--- src/rtl/mem_access_unit.sv ---
// Load/store front-end for a word-wide, falling-edge data RAM: byte/half/word loads with extension, sub-word stores by read-modify-write.
// Optional build macro MISALIGN_TRAP_EN: misaligned half/word accesses skip memory and respond with a misalign flag.
module mem_access_unit #(
  parameter int MEM_AW = 6
) (
  input  logic        clk,
  input  logic        rst_n,
  input  logic        req_valid,
  output logic        req_ready,
  input  logic        req_we,
  input  logic [1:0]  req_size,
  input  logic        req_signed,
  input  logic [31:0] req_addr,
  input  logic [31:0] req_wdata,
  output logic        rsp_valid,
  output logic [31:0] rsp_rdata,
  output logic [31:0] mem_addr,
  output logic [31:0] mem_wdata,
  output logic        mem_we,
  output logic        mem_re,
  input  logic [31:0] mem_rdata,
`ifdef MISALIGN_TRAP_EN
  output logic        misalign,
`endif
  output logic [1:0]  dbg_state_o
);

  typedef enum logic [1:0] {IDLE = 2'd0, READ = 2'd1, WRITE = 2'd2, RESP = 2'd3} state_e;

  state_e      state_q, state_d;
  logic        ready_en_q;
  logic        we_q, we_d;
  logic [1:0]  size_q, size_d;
  logic        signed_q, signed_d;
  logic [1:0]  lane_q, lane_d;
  logic [15:0] wdata_q, wdata_d;
  logic [31:0] mem_addr_q, mem_addr_d;
  logic [31:0] mem_wdata_q, mem_wdata_d;
  logic [31:0] rsp_rdata_q, rsp_rdata_d;

  logic        accept;
  logic [1:0]  req_sz;
  logic [1:0]  req_lane;
  logic        req_mis;
  logic [31:0] shifted;
  logic [31:0] load_val;
  logic [31:0] lane_mask;
  logic [31:0] merged;
  logic        unused_addr_bits;

  assign unused_addr_bits = ^req_addr[31:MEM_AW+2];

  // Size 11 behaves as a word; the lane is the aligned-down byte offset.
  always_comb begin
    req_sz = (req_size == 2'b11) ? 2'b10 : req_size;
    case (req_sz)
      2'b00:   req_lane = req_addr[1:0];
      2'b01:   req_lane = {req_addr[1], 1'b0};
      default: req_lane = 2'b00;
    endcase
`ifdef MISALIGN_TRAP_EN
    req_mis = ((req_sz == 2'b01) && req_addr[0]) ||
              ((req_sz == 2'b10) && (req_addr[1:0] != 2'b00));
`else
    req_mis = 1'b0;
`endif
  end

  assign accept = req_valid && req_ready;

  always_comb begin
    shifted = mem_rdata >> {lane_q, 3'b000};
    case (size_q)
      2'b00:   load_val = {{24{signed_q & shifted[7]}}, shifted[7:0]};
      2'b01:   load_val = {{16{signed_q & shifted[15]}}, shifted[15:0]};
      default: load_val = mem_rdata;
    endcase
    lane_mask = (size_q == 2'b00) ? (32'h0000_00FF << {lane_q, 3'b000})
                                  : (32'h0000_FFFF << {lane_q, 3'b000});
    merged    = (mem_rdata & ~lane_mask) | (({16'd0, wdata_q} << {lane_q, 3'b000}) & lane_mask);
  end

  // State register
  always_ff @(posedge clk or negedge rst_n) begin
    if (!rst_n) begin
      state_q    <= IDLE;
      ready_en_q <= 1'b0;
    end else begin
      state_q    <= state_d;
      ready_en_q <= 1'b1;
    end
  end

  // Next-state logic
  always_comb begin
    state_d = state_q;
    case (state_q)
      IDLE: begin
        if (accept) begin
          if (req_mis)                      state_d = RESP;
          else if (req_we && req_sz == 2'b10) state_d = WRITE;
          else                              state_d = READ;
        end
      end
      READ:    state_d = we_q ? WRITE : RESP;
      WRITE:   state_d = RESP;
      default: state_d = IDLE;
    endcase
  end

  // Outputs decoded from the state register so reset drops strobes immediately
  always_comb begin
    req_ready = ready_en_q && (state_q == IDLE);
    mem_re    = (state_q == READ);
    mem_we    = (state_q == WRITE);
    rsp_valid = (state_q == RESP);
  end

  always_comb begin
    we_d        = we_q;
    size_d      = size_q;
    signed_d    = signed_q;
    lane_d      = lane_q;
    wdata_d     = wdata_q;
    mem_addr_d  = mem_addr_q;
    mem_wdata_d = mem_wdata_q;
    rsp_rdata_d = rsp_rdata_q;
    case (state_q)
      IDLE: begin
        if (accept) begin
          we_d       = req_we;
          size_d     = req_sz;
          signed_d   = req_signed;
          lane_d     = req_lane;
          wdata_d    = req_wdata[15:0];
          mem_addr_d = {{(32-MEM_AW){1'b0}}, req_addr[MEM_AW+1:2]};
          if (req_mis)                             rsp_rdata_d = 32'd0;
          else if (req_we && req_sz == 2'b10)      mem_wdata_d = req_wdata;
        end
      end
      READ: begin
        if (we_q) mem_wdata_d = merged;
        else      rsp_rdata_d = load_val;
      end
      WRITE:   rsp_rdata_d = 32'd0;
      default: ;
    endcase
  end

  always_ff @(posedge clk or negedge rst_n) begin
    if (!rst_n) begin
      we_q        <= 1'b0;
      size_q      <= 2'b00;
      signed_q    <= 1'b0;
      lane_q      <= 2'b00;
      wdata_q     <= 16'd0;
      mem_addr_q  <= 32'd0;
      mem_wdata_q <= 32'd0;
      rsp_rdata_q <= 32'd0;
    end else begin
      we_q        <= we_d;
      size_q      <= size_d;
      signed_q    <= signed_d;
      lane_q      <= lane_d;
      wdata_q     <= wdata_d;
      mem_addr_q  <= mem_addr_d;
      mem_wdata_q <= mem_wdata_d;
      rsp_rdata_q <= rsp_rdata_d;
    end
  end

`ifdef MISALIGN_TRAP_EN
  logic mis_q, mis_d;

  always_comb begin
    mis_d = mis_q;
    if (state_q == IDLE && accept) mis_d = req_mis;
  end

  always_ff @(posedge clk or negedge rst_n) begin
    if (!rst_n) mis_q <= 1'b0;
    else        mis_q <= mis_d;
  end

  assign misalign = (state_q == RESP) && mis_q;
`endif

  assign mem_addr    = mem_addr_q;
  assign mem_wdata   = mem_wdata_q;
  assign rsp_rdata   = rsp_rdata_q;
  assign dbg_state_o = state_q;

endmodule

--- config.mk ---
export PLATFORM = sky130hd
export DESIGN_NAME = mem_access_unit
export DESIGN_NICKNAME = d
export VERILOG_FILES = /design/src/rtl/mem_access_unit.sv
export SDC_FILE = /design/constraint.sdc
export NUM_CORES = 1
export LEC_CHECK = 0
export ABC_CLOCK_PERIOD_IN_PS = 3900
export BUFFER_PORTS_ARGS = -buffer_cell sky130_fd_sc_hd__buf_2
export CELL_PAD_IN_SITES_DETAIL_PLACEMENT = 1
export CELL_PAD_IN_SITES_GLOBAL_PLACEMENT = 1
export CORE_AREA = 2 2 119 121
export CTS_CLUSTER_SIZE = 28
export DETAILED_ROUTE_END_ITERATION = 8
export DIE_AREA = 0 0 121 123
export PLACE_DENSITY = 0.95
export SYNTH_ARGS = -nofsm -noshare
export SYNTH_HDL_FRONTEND = slang
export SYNTH_SLANG_ARGS = --single-unit
export TNS_END_PERCENT = 50
--- constraint.sdc ---
create_clock -name clk -period 3.9 [get_ports clk]
set_input_delay 0.78 -clock clk [delete_from_list [all_inputs] [get_ports clk]]
set_output_delay 0.78 -clock clk [all_outputs]
set_load 0.01 [all_outputs]
# Yosys cells after proc, flatten, opt, wreduce, memory -nomap -nowiden
# Cells that the tools add are included.
[totals]
elab_cells = 56
ff_bits = 95
inputBits = 103
output_inout_bits = 102
[classes]
shift = 4
n_eq_ne = 11
n_bitwise = 6
n_mux = 14
reduce_logical = 11
[ops]
columns = ["op", "count"]
rows = [
  ["one-hot mux 32 bit (2 select lines)", 3],
  ["two-way mux 32 bit", 5],
  ["AND 32 bit", 2],
  ["inverter 32 bit", 1],
  ["OR 32 bit", 1],
  ["<< shifter 16 x 5 -> 32 bit", 1],
  ["<< shifter 16 x 5 -> 32 bit, first input constant", 1],
  ["<< shifter 8 x 5 -> 32 bit, first input constant", 1],
  [">> shifter 32 x 5 -> 16 bit", 1],
  ["equality test 2 bit, second input constant", 4],
  ["equality test 2 x 1 -> 1 bit, second input constant", 3],
  ["zero test 2 bit", 3],
  ["two-way mux 2 bit", 3],
  ["!= test 2 bit, second input constant", 3],
  ["one-hot mux 2 bit (3 select lines)", 1],
  ["one-hot mux 2 bit (2 select lines)", 1],
  ["AND reduction 2 bit", 2],
  ["AND reduction 4 bit", 1],
  ["nonzero test 2 bit", 2],
  ["logical AND 1 bit", 3],
  ["AND 1 bit", 2],
  ["!= test 2 x 1 -> 1 bit, second input constant", 1],
  ["two-way mux 1 bit", 1],
]

# Logic depth before layout (Yosys ltp)
[depth]
depth_word = 7
ltp_mapped = 8
mapped_depth_nobuf = 6

# Worst setup path after synthesis
# No wires, ideal clock.
[synth_path]
path_type = "input-to-reg"
from = "in req_valid"
to = "reg mem_wdata_q[22] (netlist: mem_wdata[22])"
path_slack_ns = 1.842
arrival_ns = 1.920
path_stages = 6
n_path_buf = 2
required_ns = 3.762
cell_sequence = "and3_1 -> buf_2 -> a31o_2 -> nand2_1 -> clkbuf_1 -> o211ai_1"
[synth_via]
elab_chain_len = 3
[synth_rtl]
columns = ["element", "line_no", "rtl"]
rows = [
  ["start, declared", "8", "input logic req_valid,"],
  ["logical AND 1 bit", "69", "assign accept = req_valid && req_ready;"],
  ["!= test 2 bit (no line)", "--", ""],
  ["AND reduction 4 bit (no line)", "--", ""],
  ["end signal, assigned", "167", "mem_wdata_q <= mem_wdata_d;"],
  ["end, declared", "38", "logic [31:0] mem_wdata_q, mem_wdata_d;"],
]
# No other way between the ends.
# A chain may end at the register's enable or synchronous reset.

# Worst setup path in the final report
[layout_path]
from = "reg lane_q[0]"
to = "reg mem_wdata_q[23] (netlist: mem_wdata[23])"
[layout_via]
elab_chain_len = 7
[layout_rtl]
columns = ["element", "line_no", "rtl"]
rows = [
  ["start, declared", "35", "logic [1:0] lane_q, lane_d;"],
  ["start signal, assigned", "164", "lane_q <= lane_d;"],
  ["<< shifter 16 x 5 -> 32 bit or << shifter 8 x 5 -> 32 bit (tied branches)", "79, 78", ""],
  ["two-way mux 32 bit", "78", "lane_mask = (size_q == 2'b00) ? (32'h0000_00FF << {lane_q, 3'b000})"],
  ["inverter 32 bit", "80", "merged = (mem_rdata & ~lane_mask) | (({16'd0, wdata_q} << {lane_q, 3'b000}) & lane_mask);"],
  ["AND 32 bit", "80", ""],
  ["OR 32 bit (*)", "80", ""],
  ["two-way mux 32 bit (*)", "142", "if (we_q) mem_wdata_d = merged;"],
  ["one-hot mux 32 bit (2 select lines) (*)", "128", "case (state_q)"],
]
# Mark *: on every way between the ends. The rest lies on a longest branch, timed or not. The select of a mux whose other input is x is not followed.

==> results.sh <==
export IMPL_crit_fanout=57
export IMPL_grt_pass1_wl_microns=27030
export IMPL_portBuffers=154
export IMPL_p_switching_mw=2.174
export IMPL_die_x_microns=121
export IMPL_power_mw=5.148
export IMPL_drtAntennaViolNets=0
export IMPL_io_pins=205
export IMPL_ff2ff_path_depth=4
export IMPL_antennaDiodeCount=0
export IMPL_wirelength_microns=17660
export IMPL_die_area_sq_um=14880
export IMPL_gp_congestion=0.8854
export IMPL_cts_resized=0
export IMPL_synthMostInstantiatedCell="dfrtp_1"
export IMPL_status="finished, final reports clean"
export IMPL_nets=789
export IMPL_cp_data_arrival_time_ns=2.91
export IMPL_worst_clock_skew_ns=0.006496
export IMPL_grt_pass1_vias=4865
export IMPL_die_h_microns=123
export IMPL_drc=0
export IMPL_grt_antenna_before_repair=1
export IMPL_ctsHoldBuffers=0
export IMPL_fmax_ghz=0.3681
export IMPL_netSwitchingFraction_pct=42.22
export IMPL_initial_core_util_pct=38.33
export IMPL_coreArea_sq_um=13610
export IMPL_cts_buffers=9
export IMPL_start_kind="register"
export IMPL_setup_tns_ns=0
export IMPL_async_flop_share_pct=100.0
export IMPL_final_area_sq_um=6381
export IMPL_cts_setup_buffers=0
export IMPL_ir_drop_mv=0.3828
export IMPL_fillers=1636
export IMPL_crit_type="reg2reg"
export IMPL_hold_class="in2async"
export IMPL_vias=4775
export IMPL_p_seq_share_pct=35.2
export IMPL_synthTopCellsByArea="dfrtp_1 46%, mux2i_1 6.7%, mux2_2 5.6%"
export IMPL_routedWlPerCell_microns=20.42
export IMPL_netlist_top_cell_by_area="dfrtp_1"
export IMPL_rows=43
export IMPL_synth_ff_type="dfrtp_1"
export IMPL_ys_seq_elements=95
export IMPL_cts_root_buf="clkbuf_16"
export IMPL_drive_above_1_share_pct=31.39
export IMPL_worstMarginPinSlew_ns=1.106
export IMPL_powerDensity_nw_per_um2=806.8
export IMPL_cts_tree="yes"
export IMPL_seq_area_sq_um=2379
export IMPL_fin_crit_ns=2.716
export IMPL_grt_max_degree=58
export IMPL_viasPerCell=5.520
export IMPL_required_ns=4.09
export IMPL_multiInputGateArea_sq_um=2489
export IMPL_placedInstanceArea_sq_um=6061
export IMPL_p_leak_nw=3.163
export IMPL_combPwrFrac_pct=45.9
export IMPL_intPower_mw=2.974
export IMPL_drt_initial_drc_count=353
export IMPL_synth_edf_count=0
export IMPL_netlist_cell_type_count=40
export IMPL_yosys_warnings=0
export IMPL_crit_path_end_kind="register"
export IMPL_area_delta_synth_final_pct=22.30
export IMPL_grt_overflow_total=0
export IMPL_clock_sinks=95
export IMPL_clkSlewWorstSetupHoldPaths_ns=0.07
export IMPL_slew_headroom_pct=26.26
export IMPL_netlist_area_sq_um=5218
export IMPL_rsz0062_at_grt="no"
export IMPL_ctsLongestPathBuffers=2
export IMPL_slew_violations=0
export IMPL_netlist_top_cells_count="95 x dfrtp_1, 77 x nand2_1, 37 x o21ai_0"
export IMPL_clk_latency_ns=0.35
export IMPL_synth_cells=544
export IMPL_grt_total_usage_pct=24.01
export IMPL_detailed_place_hpwl_microns=13160
export IMPL_power_frac_clock_pct=18.8
export IMPL_ctsHtreeMaxLevel=3
export IMPL_synth_seq_area_share_pct=45.56
export IMPL_first_pass_iters=4
export IMPL_syn_avg_cell_area_sq_um=9.591
export IMPL_hold_violations=0
export IMPL_synth_top_area_share_pct=45.56
export IMPL_setup_viol=0
export IMPL_fin_crit_sh_pct=69.65
export IMPL_cap_violations=0
[per-layer routing]
layer	GRT usage (%)	vias to the layer above	part of all wire (%)
li1	-	2180	-
met1	30.39	2370	41
met2	40.45	194	49
met3	5.904	29	7.4
met4	7.776	2	2.5
met5	0	-	0.062
[final cells by class]
class | instances | area share (%)
multi-input combinational | 382 | 39.00
sequential | 95 | 37.27
timing repair buffer | 166 | 13.53
clock buffer | 11 | 3.961
tap | 180 | 3.529
inverter | 28 | 1.647
clock inverter | 3 | 1.059
[sequential cells by signal, indices dropped and copies added (netlist names)]
| name | flops |
|---|---|
| rsp_rdata | 32 |
| signed_q | 1 |
| wdata_q | 16 |
| size_q | 2 |
| we_q | 1 |
| mem_wdata | 32 |
| dbg_state_o | 2 |
| ready_en_q | 1 |
| mem_addr | 6 |
| lane_q | 2 |
[power groups by stage]
stage / clock network [mW] / registers [mW] / logic [mW]
after detailed placement: 0 / 1.82 / 2.37
after global placement: 0 / 1.78 / 2.28
after floorplan: 0 / 1.77 / 1.52
final: 0.970 / 1.81 / 2.36
after global routing: 1.05 / 1.87 / 2.60
after CTS: 0.990 / 1.80 / 2.38
[final timing paths]
kind	from	to	slack (ns)
setup / recovery	lane_q[0]$_DFFE_PN0P_	mem_wdata[23]$_DFFE_PN0P_	1.18
hold reg to reg	rsp_rdata[4]$_DFFE_PN0P_	rsp_rdata[4]$_DFFE_PN0P_	0.47
hold / removal	rst_n	mem_wdata[21]$_DFFE_PN0P_	0.47
max in group asynchronous	rst_n	rsp_rdata[7]$_DFFE_PN0P_	2.61
setup reg to reg	lane_q[0]$_DFFE_PN0P_	mem_wdata[23]$_DFFE_PN0P_	1.18
min in group clk	rsp_rdata[4]$_DFFE_PN0P_	rsp_rdata[4]$_DFFE_PN0P_	0.47
[per-stage QoR]
step           hold WS (ns)  util [%]  setup WS, ns  cells
3_3_place_gp         0.4479     44.53         1.295    851
3_5_place_dp         0.4604     44.53         1.204    851
5_1_grt              0.5001     46.88        0.9611    865
2_1_floorplan        0.4807         -         1.842    569
4_1_cts              0.4755     46.88         1.225    865
6_report             0.4685     46.88         1.184    865
[logic make-up (layout without fill, tap and decap cells)]
| group | after synthesis | in the layout | synth area share, % |
|---|---|---|---|
| buf+inv | 92 | 208 | 8.849 |
| other cells | 2 | 27 | 0.1439 |
| compound gates | 147 | 147 | 19.93 |
| flops | 95 | 95 | 45.56 |
| mux | 62 | 62 | 12.76 |
| fa+ha+maj | 4 | 4 | 0.9593 |
| simple gates | 142 | 142 | 11.80 |
[worst max-delay path, stage by stage, from the launching register on]
cell and delay, ns:
dfrtp_2 1.10, nand2b_1 0.39, o21ai_2 0.59, mux2i_1 0.34
o211ai_1 0.12
[layout by cell type (no fill, tap or decap), drive strengths merged, types with 2 or more instances in the layout]
cell and n:
o211ai 25, nand2b 6, o221ai 15, ha 4
nor3 3, mux2i 35, nand3 25, mux2 26
nor2 23, o22ai 9, a311oi 8, inv 28
a21oi 16, a221o 16, clkbuf 11, o21ai 38
buf 166, a21o 8, nand2 77, dfrtp 95
conb 27, a22oi 2, a2bb2oi 6, and2 2
bufinv 2
Note: power is estimated with default switching activity, not from simulation.
